<file path="src/rtl/fetch_queue_if.sv">
// fetch_queue_if: fetch-side push port and decode-side valid/ready head port of the fetch queue.
interface fetch_queue_if #(parameter int PTR_WIDTH = 2);
  logic                 flush;
  logic                 in_valid;
  logic [31:0]          in_instruction;
  logic [31:0]          in_pcIncr;
  logic [31:0]          in_pcJump;
  logic                 fetch_stall;
  logic                 out_valid;
  logic [31:0]          out_instruction;
  logic [31:0]          out_pcIncr;
  logic [31:0]          out_pcJump;
  logic                 decode_ready;
  logic [PTR_WIDTH:0]   occupancy;
  modport slave (
    input  flush, in_valid, in_instruction, in_pcIncr, in_pcJump, decode_ready,
    output fetch_stall, out_valid, out_instruction, out_pcIncr, out_pcJump, occupancy
  );
  modport master (
    output flush, in_valid, in_instruction, in_pcIncr, in_pcJump, decode_ready,
    input  fetch_stall, out_valid, out_instruction, out_pcIncr, out_pcJump, occupancy
  );
endinterface

</file>
<file path="src/rtl/fetch_queue.sv">
// fetch_queue: in-order instruction buffer between fetch and decode with full back-pressure and flush.
module fetch_queue #(
  parameter int DEPTH     = 4,
  parameter int PTR_WIDTH = 2
) (
  input logic            clock,
  input logic            reset,
  fetch_queue_if.slave   bus
);
  logic [95:0]          mem [DEPTH];
  logic [PTR_WIDTH-1:0] wr_ptr, rd_ptr;
  logic [PTR_WIDTH:0]   count;
  logic                 push, pop;
  assign bus.fetch_stall = count == (PTR_WIDTH+1)'(DEPTH);
  assign bus.out_valid   = count != '0;
  assign bus.occupancy   = count;
  assign {bus.out_instruction, bus.out_pcIncr, bus.out_pcJump} = mem[rd_ptr];
  // stall comes from registered count only, so decode_ready never reaches fetch_stall
  assign push = bus.in_valid && !bus.fetch_stall && !bus.flush;
  assign pop  = bus.out_valid && bus.decode_ready && !bus.flush;
  always_ff @(posedge clock)
    if (push && !reset) mem[wr_ptr] <= {bus.in_instruction, bus.in_pcIncr, bus.in_pcJump};
  always_ff @(posedge clock) begin
    if (reset || bus.flush) begin
      wr_ptr <= '0;
      rd_ptr <= '0;
      count  <= '0;
    end else begin
      if (push) wr_ptr <= wr_ptr + 1'b1;
      if (pop) rd_ptr <= rd_ptr + 1'b1;
      count <= count + (PTR_WIDTH+1)'(push) - (PTR_WIDTH+1)'(pop);
    end
  end
  count_ok: assert property (@(posedge clock) disable iff (reset)
    count <= (PTR_WIDTH+1)'(DEPTH) && !(pop && count == '0))
    else $fatal(1, "CERR fetch_queue count=%0d pop=%0b", count, pop);
endmodule

</file>
<file path="src/flat_wrapper.sv">
// flat-port wrapper written by rule: the top's interface ports become plain ports
module fetch_queue_flat 
#(
  parameter int DEPTH     = 4,
  parameter int PTR_WIDTH = 2
)
  (clock, reset, bus_flush, bus_in_valid, bus_in_instruction, bus_in_pcIncr, bus_in_pcJump, bus_decode_ready, bus_fetch_stall, bus_out_valid, bus_out_instruction, bus_out_pcIncr, bus_out_pcJump, bus_occupancy);
  fetch_queue_if #(.PTR_WIDTH(PTR_WIDTH)) bus_i ();
  input logic clock;
  input logic reset;
  input wire logic [$bits(bus_i.flush)-1:0] bus_flush;
  input wire logic [$bits(bus_i.in_valid)-1:0] bus_in_valid;
  input wire logic [$bits(bus_i.in_instruction)-1:0] bus_in_instruction;
  input wire logic [$bits(bus_i.in_pcIncr)-1:0] bus_in_pcIncr;
  input wire logic [$bits(bus_i.in_pcJump)-1:0] bus_in_pcJump;
  input wire logic [$bits(bus_i.decode_ready)-1:0] bus_decode_ready;
  output wire logic [$bits(bus_i.fetch_stall)-1:0] bus_fetch_stall;
  output wire logic [$bits(bus_i.out_valid)-1:0] bus_out_valid;
  output wire logic [$bits(bus_i.out_instruction)-1:0] bus_out_instruction;
  output wire logic [$bits(bus_i.out_pcIncr)-1:0] bus_out_pcIncr;
  output wire logic [$bits(bus_i.out_pcJump)-1:0] bus_out_pcJump;
  output wire logic [$bits(bus_i.occupancy)-1:0] bus_occupancy;
  assign bus_i.flush = bus_flush;
  assign bus_i.in_valid = bus_in_valid;
  assign bus_i.in_instruction = bus_in_instruction;
  assign bus_i.in_pcIncr = bus_in_pcIncr;
  assign bus_i.in_pcJump = bus_in_pcJump;
  assign bus_i.decode_ready = bus_decode_ready;
  assign bus_fetch_stall = bus_i.fetch_stall;
  assign bus_out_valid = bus_i.out_valid;
  assign bus_out_instruction = bus_i.out_instruction;
  assign bus_out_pcIncr = bus_i.out_pcIncr;
  assign bus_out_pcJump = bus_i.out_pcJump;
  assign bus_occupancy = bus_i.occupancy;
  fetch_queue #(.DEPTH(DEPTH), .PTR_WIDTH(PTR_WIDTH)) u_core (.clock(clock), .reset(reset), .bus(bus_i));
endmodule
</file>
<file path="config.mk">
export PLATFORM = sky130hd
export DESIGN_NAME = fetch_queue_flat
export DESIGN_NICKNAME = d
export VERILOG_FILES = /design/src/rtl/fetch_queue_if.sv /design/src/rtl/fetch_queue.sv /design/src/flat_wrapper.sv
export SDC_FILE = /design/constraint.sdc
export NUM_CORES = 1
export LEC_CHECK = 0
export CAP_MARGIN = 5
export CORE_UTILIZATION = 58
export DETAILED_ROUTE_END_ITERATION = 6
export GPL_ROUTABILITY_DRIVEN = 0
export PLACE_DENSITY = 0.95
export SYNTH_ARGS = -nofsm -noshare
export SYNTH_HDL_FRONTEND = slang
export SYNTH_SLANG_ARGS = --single-unit
</file>
<file path="constraint.sdc">
create_clock -name clock -period 21.3 [get_ports clock]
set_clock_uncertainty 0.15 [all_clocks]
set_input_delay 6.39 -clock clock [delete_from_list [all_inputs] [get_ports clock]]
set_output_delay 6.39 -clock clock [all_outputs]
set_load 0.02 [all_outputs]
</file>
==> flow_summary_export.csv <==
group,metric,value,unit
cells_and_area,regArea,11720,um2
timing,timing.final.hold_violations,0,
synthesis,synth-seq-cells,393,
floorplanning,initial_core_util,59.10,%
timing,period_share,47.77,%
routing,vias,6659,
power_and_ir_drop,power.internal,0.001279,W
grt,grt_pass1_wl,43050,um
timing,setup_viol,0,
synthesis,ys_seq_area_share,81.48,%
cells_and_area,nNetsFinal,890,
cells_and_area,multi_input_area,2491,um2
clocking,cts.sinks,393,
critical_path,crit_chain,"buf_4 -> mux4_2 -> clkdlybuf4s50_1",
power_and_ir_drop,switchingPower,0.0003054,W
clocking,cts_root_buffer,"clkbuf_16",
clocking,cts_hold_buf,0,
critical_path,end_kind,"output port",
placement,placed_cells,1066,
clocking,postCtsSetupRepairBufs,0,
cells_and_area,area_growth,24.98,%
synthesis,syn_area_per_cell,25.95,um2
power_and_ir_drop,clock_power_share,41.5,%
synthesis,syn_nets,662,
synthesis,yosysTopAreaCellShare,80.22,%
critical_path,path_class,"flip-flop to output port",
critical_path,cp.arrival,3.63,ns
routing,drt-initial-drc-count,544,
worst_hold_path,hold_class,"flip-flop to flip-flop",
job,cap_violations,0,
clocking,ctsResizeCount,0,
synthesis,synth_area_leader_cell,"edfxtp_1",
run_status,outcome,"completed",
clocking,clock_latency,0.50,ns
synthesis,synth_cell_types,24,
clocking,cts_made_buffers,38,
placement,numPortBuffers,201,
critical_path,crit_buf_inv,2,
routing,finalWirelength,28380,um
power_and_ir_drop,worst_ir_drop_vdd,58.40,uV
routing,drt-wirelength-per-cell,24.94,um
synthesis,synthTopCellsByArea,"edfxtp_1, mux4_2, dfxtp_1",
floorplanning,core,24320,um2
grt,groute.usage.overall,22.86,%
timing,final_max_slew_viol_count,0,
floorplanning,die_w,159.4,um
timing,fin_setup_tns,0,ns
power_and_ir_drop,p_comb_share,4.3,%
critical_path,worstSetupStartpointType,"flip-flop",
synthesis,synthCells,554,
grt,grt_max_degree,56,
power_and_ir_drop,pwr-share-seq,54.2,%
critical_path,cp_max_fo,50,
synthesis,synth.cell_area,14370,um2
floorplanning,placementRows,57,
floorplanning,pin_count,202,
cells_and_area,drive_above_1_share,20.32,%
floorplanning,die_area,25420,um2
clocking,clk_pin_slew,0.06,ns
grt,antenna_found_initial,3,
grt,grt-ovfl-total,0,
routing,drt_pass1_iterations,4,
power_and_ir_drop,swShare,19.28,%
timing,min_period,10.17,ns
timing,rsz0062_at_grt,"false",
floorplanning,die_y,159.4,um
routing,post-route-drc-count,0,
clocking,htree_levels,2,
clocking,clockBufferDepth,3,
critical_path,slowest_delay,1.01,ns
cells_and_area,fillers,1323,
cells_and_area,final_util,73.87,%
placement,place.detailed.hpwl,16590,um
grt,grt_pass1_vias,7172,
power_and_ir_drop,p_per_area,88.20,nW/um2
power_and_ir_drop,p_leak,5.625,nW
critical_path,cp.required,14.76,ns
routing,antenna_left,0,
routing,viasPerCell,5.851,
cells_and_area,finalNonFillerCells,1138,
timing,worst_pin_slew,1.010,ns
timing,relSlewSlack,32.69,%
critical_path,cpLargestDelayFamily,"buffers and inverters",
timing,clock.fmax,0.09829,GHz
clocking,cts_tree,"done",
synthesis,yosysWarnings,0,
critical_path,crit_slowest_cell,"dfxtp_4",
[through the flow]
step	instance area, um2	hold slack [ns]	power (W)	setup slack (ns)
floorplan	14370	0.3153	0.0008993	9.952
global placement	16730	0.3240	0.0009401	11.55
detailed placement	16730	0.3335	0.0009433	11.52
CTS	17960	0.3422	0.001596	10.99
global route	17960	0.3798	0.001629	10.80
finish	17960	0.3471	0.001585	11.13
[worst register-to-register path: cells and delay by family (launching register included)]
family	cells	cell delay, ns
buffers and inverters	2	1.36
DFF	1	0.45
and+or+nand+nor	3	0.97
[cell usage after synthesis]
cell type  number
a21boi_0        1
and2_1          2
buf_12          1
buf_2          12
buf_6           1
buf_8           4
clkbuf_1        5
dfxtp_1         9
edfxtp_1      384
fa_1            1
ha_1            6
inv_1           7
mux2i_1         4
mux4_2         96
nand2_1         6
nor2_1          1
nor3_1          2
nor3b_1         2
nor3b_2         4
o31ai_1         1
or3_1           1
or3b_1          1
or4_1           1
xnor2_1         2
[sequential cells by signal, indices dropped and copies added (netlist names), named ones only]
register	cells
u_core.wr_ptr	2
u_core.mem	384
u_core.rd_ptr	2
u_core.bus.occupancy	3
[placed cells by master, fill, tap and decap left out]
| master | instances |
|---|---|
| edfxtp_1 | 384 |
| nor3_1 | 2 |
| clkinv_1 | 9 |
| nor2_1 | 1 |
| mux2i_1 | 4 |
| or3b_1 | 1 |
| clkinvlp_4 | 1 |
| buf_4 | 10 |
| diode_2 | 2 |
| or4_1 | 1 |
| a21boi_0 | 1 |
| mux4_2 | 96 |
| bufinv_16 | 3 |
| and2_1 | 2 |
| dfxtp_1 | 7 |
| nand2_1 | 6 |
| o31ai_1 | 1 |
| inv_1 | 7 |
| clkdlybuf4s50_1 | 201 |
| clkinv_4 | 1 |
| xnor2_1 | 2 |
| or3_1 | 1 |
| nor3b_4 | 4 |
| ha_1 | 6 |
| clkbuf_16 | 41 |
| nor3b_1 | 2 |
| clkinv_2 | 7 |
| clkbuf_1 | 8 |
| fa_1 | 1 |
| dfxtp_4 | 2 |
[power groups by stage]
| stage | logic [W] | registers [W] | clock network, W |
|---|---|---|---|
| 3_3_place_gp | 0.0000653 | 0.000875 | 0 |
| 2_1_floorplan | 0.0000237 | 0.000876 | 0 |
| 5_1_grt | 0.0000716 | 0.000859 | 0.000698 |
| 3_5_place_dp | 0.0000677 | 0.000876 | 0 |
| 6_report | 0.0000679 | 0.000859 | 0.000657 |
| 4_1_cts | 0.0000685 | 0.000859 | 0.000669 |
[metal layers]
metal / up-vias / GRT usage, % / part of all wire (%)
met1: 3450 / 30.46 / 38
met5: - / 0 / 0.046
li1: 2837 / - / -
met2: 317 / 38.48 / 52
met4: 2 / 6.075 / 2.2
met3: 53 / 5.392 / 7.5
[worst paths after layout]
kind / cells after the start / start / endpoint / slack, ns
hold / removal: 2 / u_core.rd_ptr[1] / flip-flop / 0.35
setup / recovery: 3 / flip-flop / bus_out_pcJump[29] / 11.13
hold reg to reg: 2 / u_core.rd_ptr[1] / flip-flop / 0.35
setup reg to reg: 5 / u_core.bus.occupancy[1] / u_core.mem[1][81] / 18.00
[logic make-up after synthesis]
family / synth area share [%]
xor gates and xnor gates: 0.1219
muxes: 15.32
adders and majority gates: 0.6616
and+or+nand+nor: 0.9488
DFF: 81.48
buffers and inverters: 1.367
AOI/OAI and AO/OA: 0.1045
[final cells by class]
class / instances / area share [%]
well taps: 324 / 2.257
inverters: 7 / 0.1463
clock buffers: 49 / 5.878
clock inverters: 21 / 0.9751
flip-flops and latches: 393 / 65.23
repair buffers: 211 / 11.62
diodes: 2 / 0.02786
multi-input cells: 131 / 13.87
No activity file was read; power rests on OpenSTA's default activity.
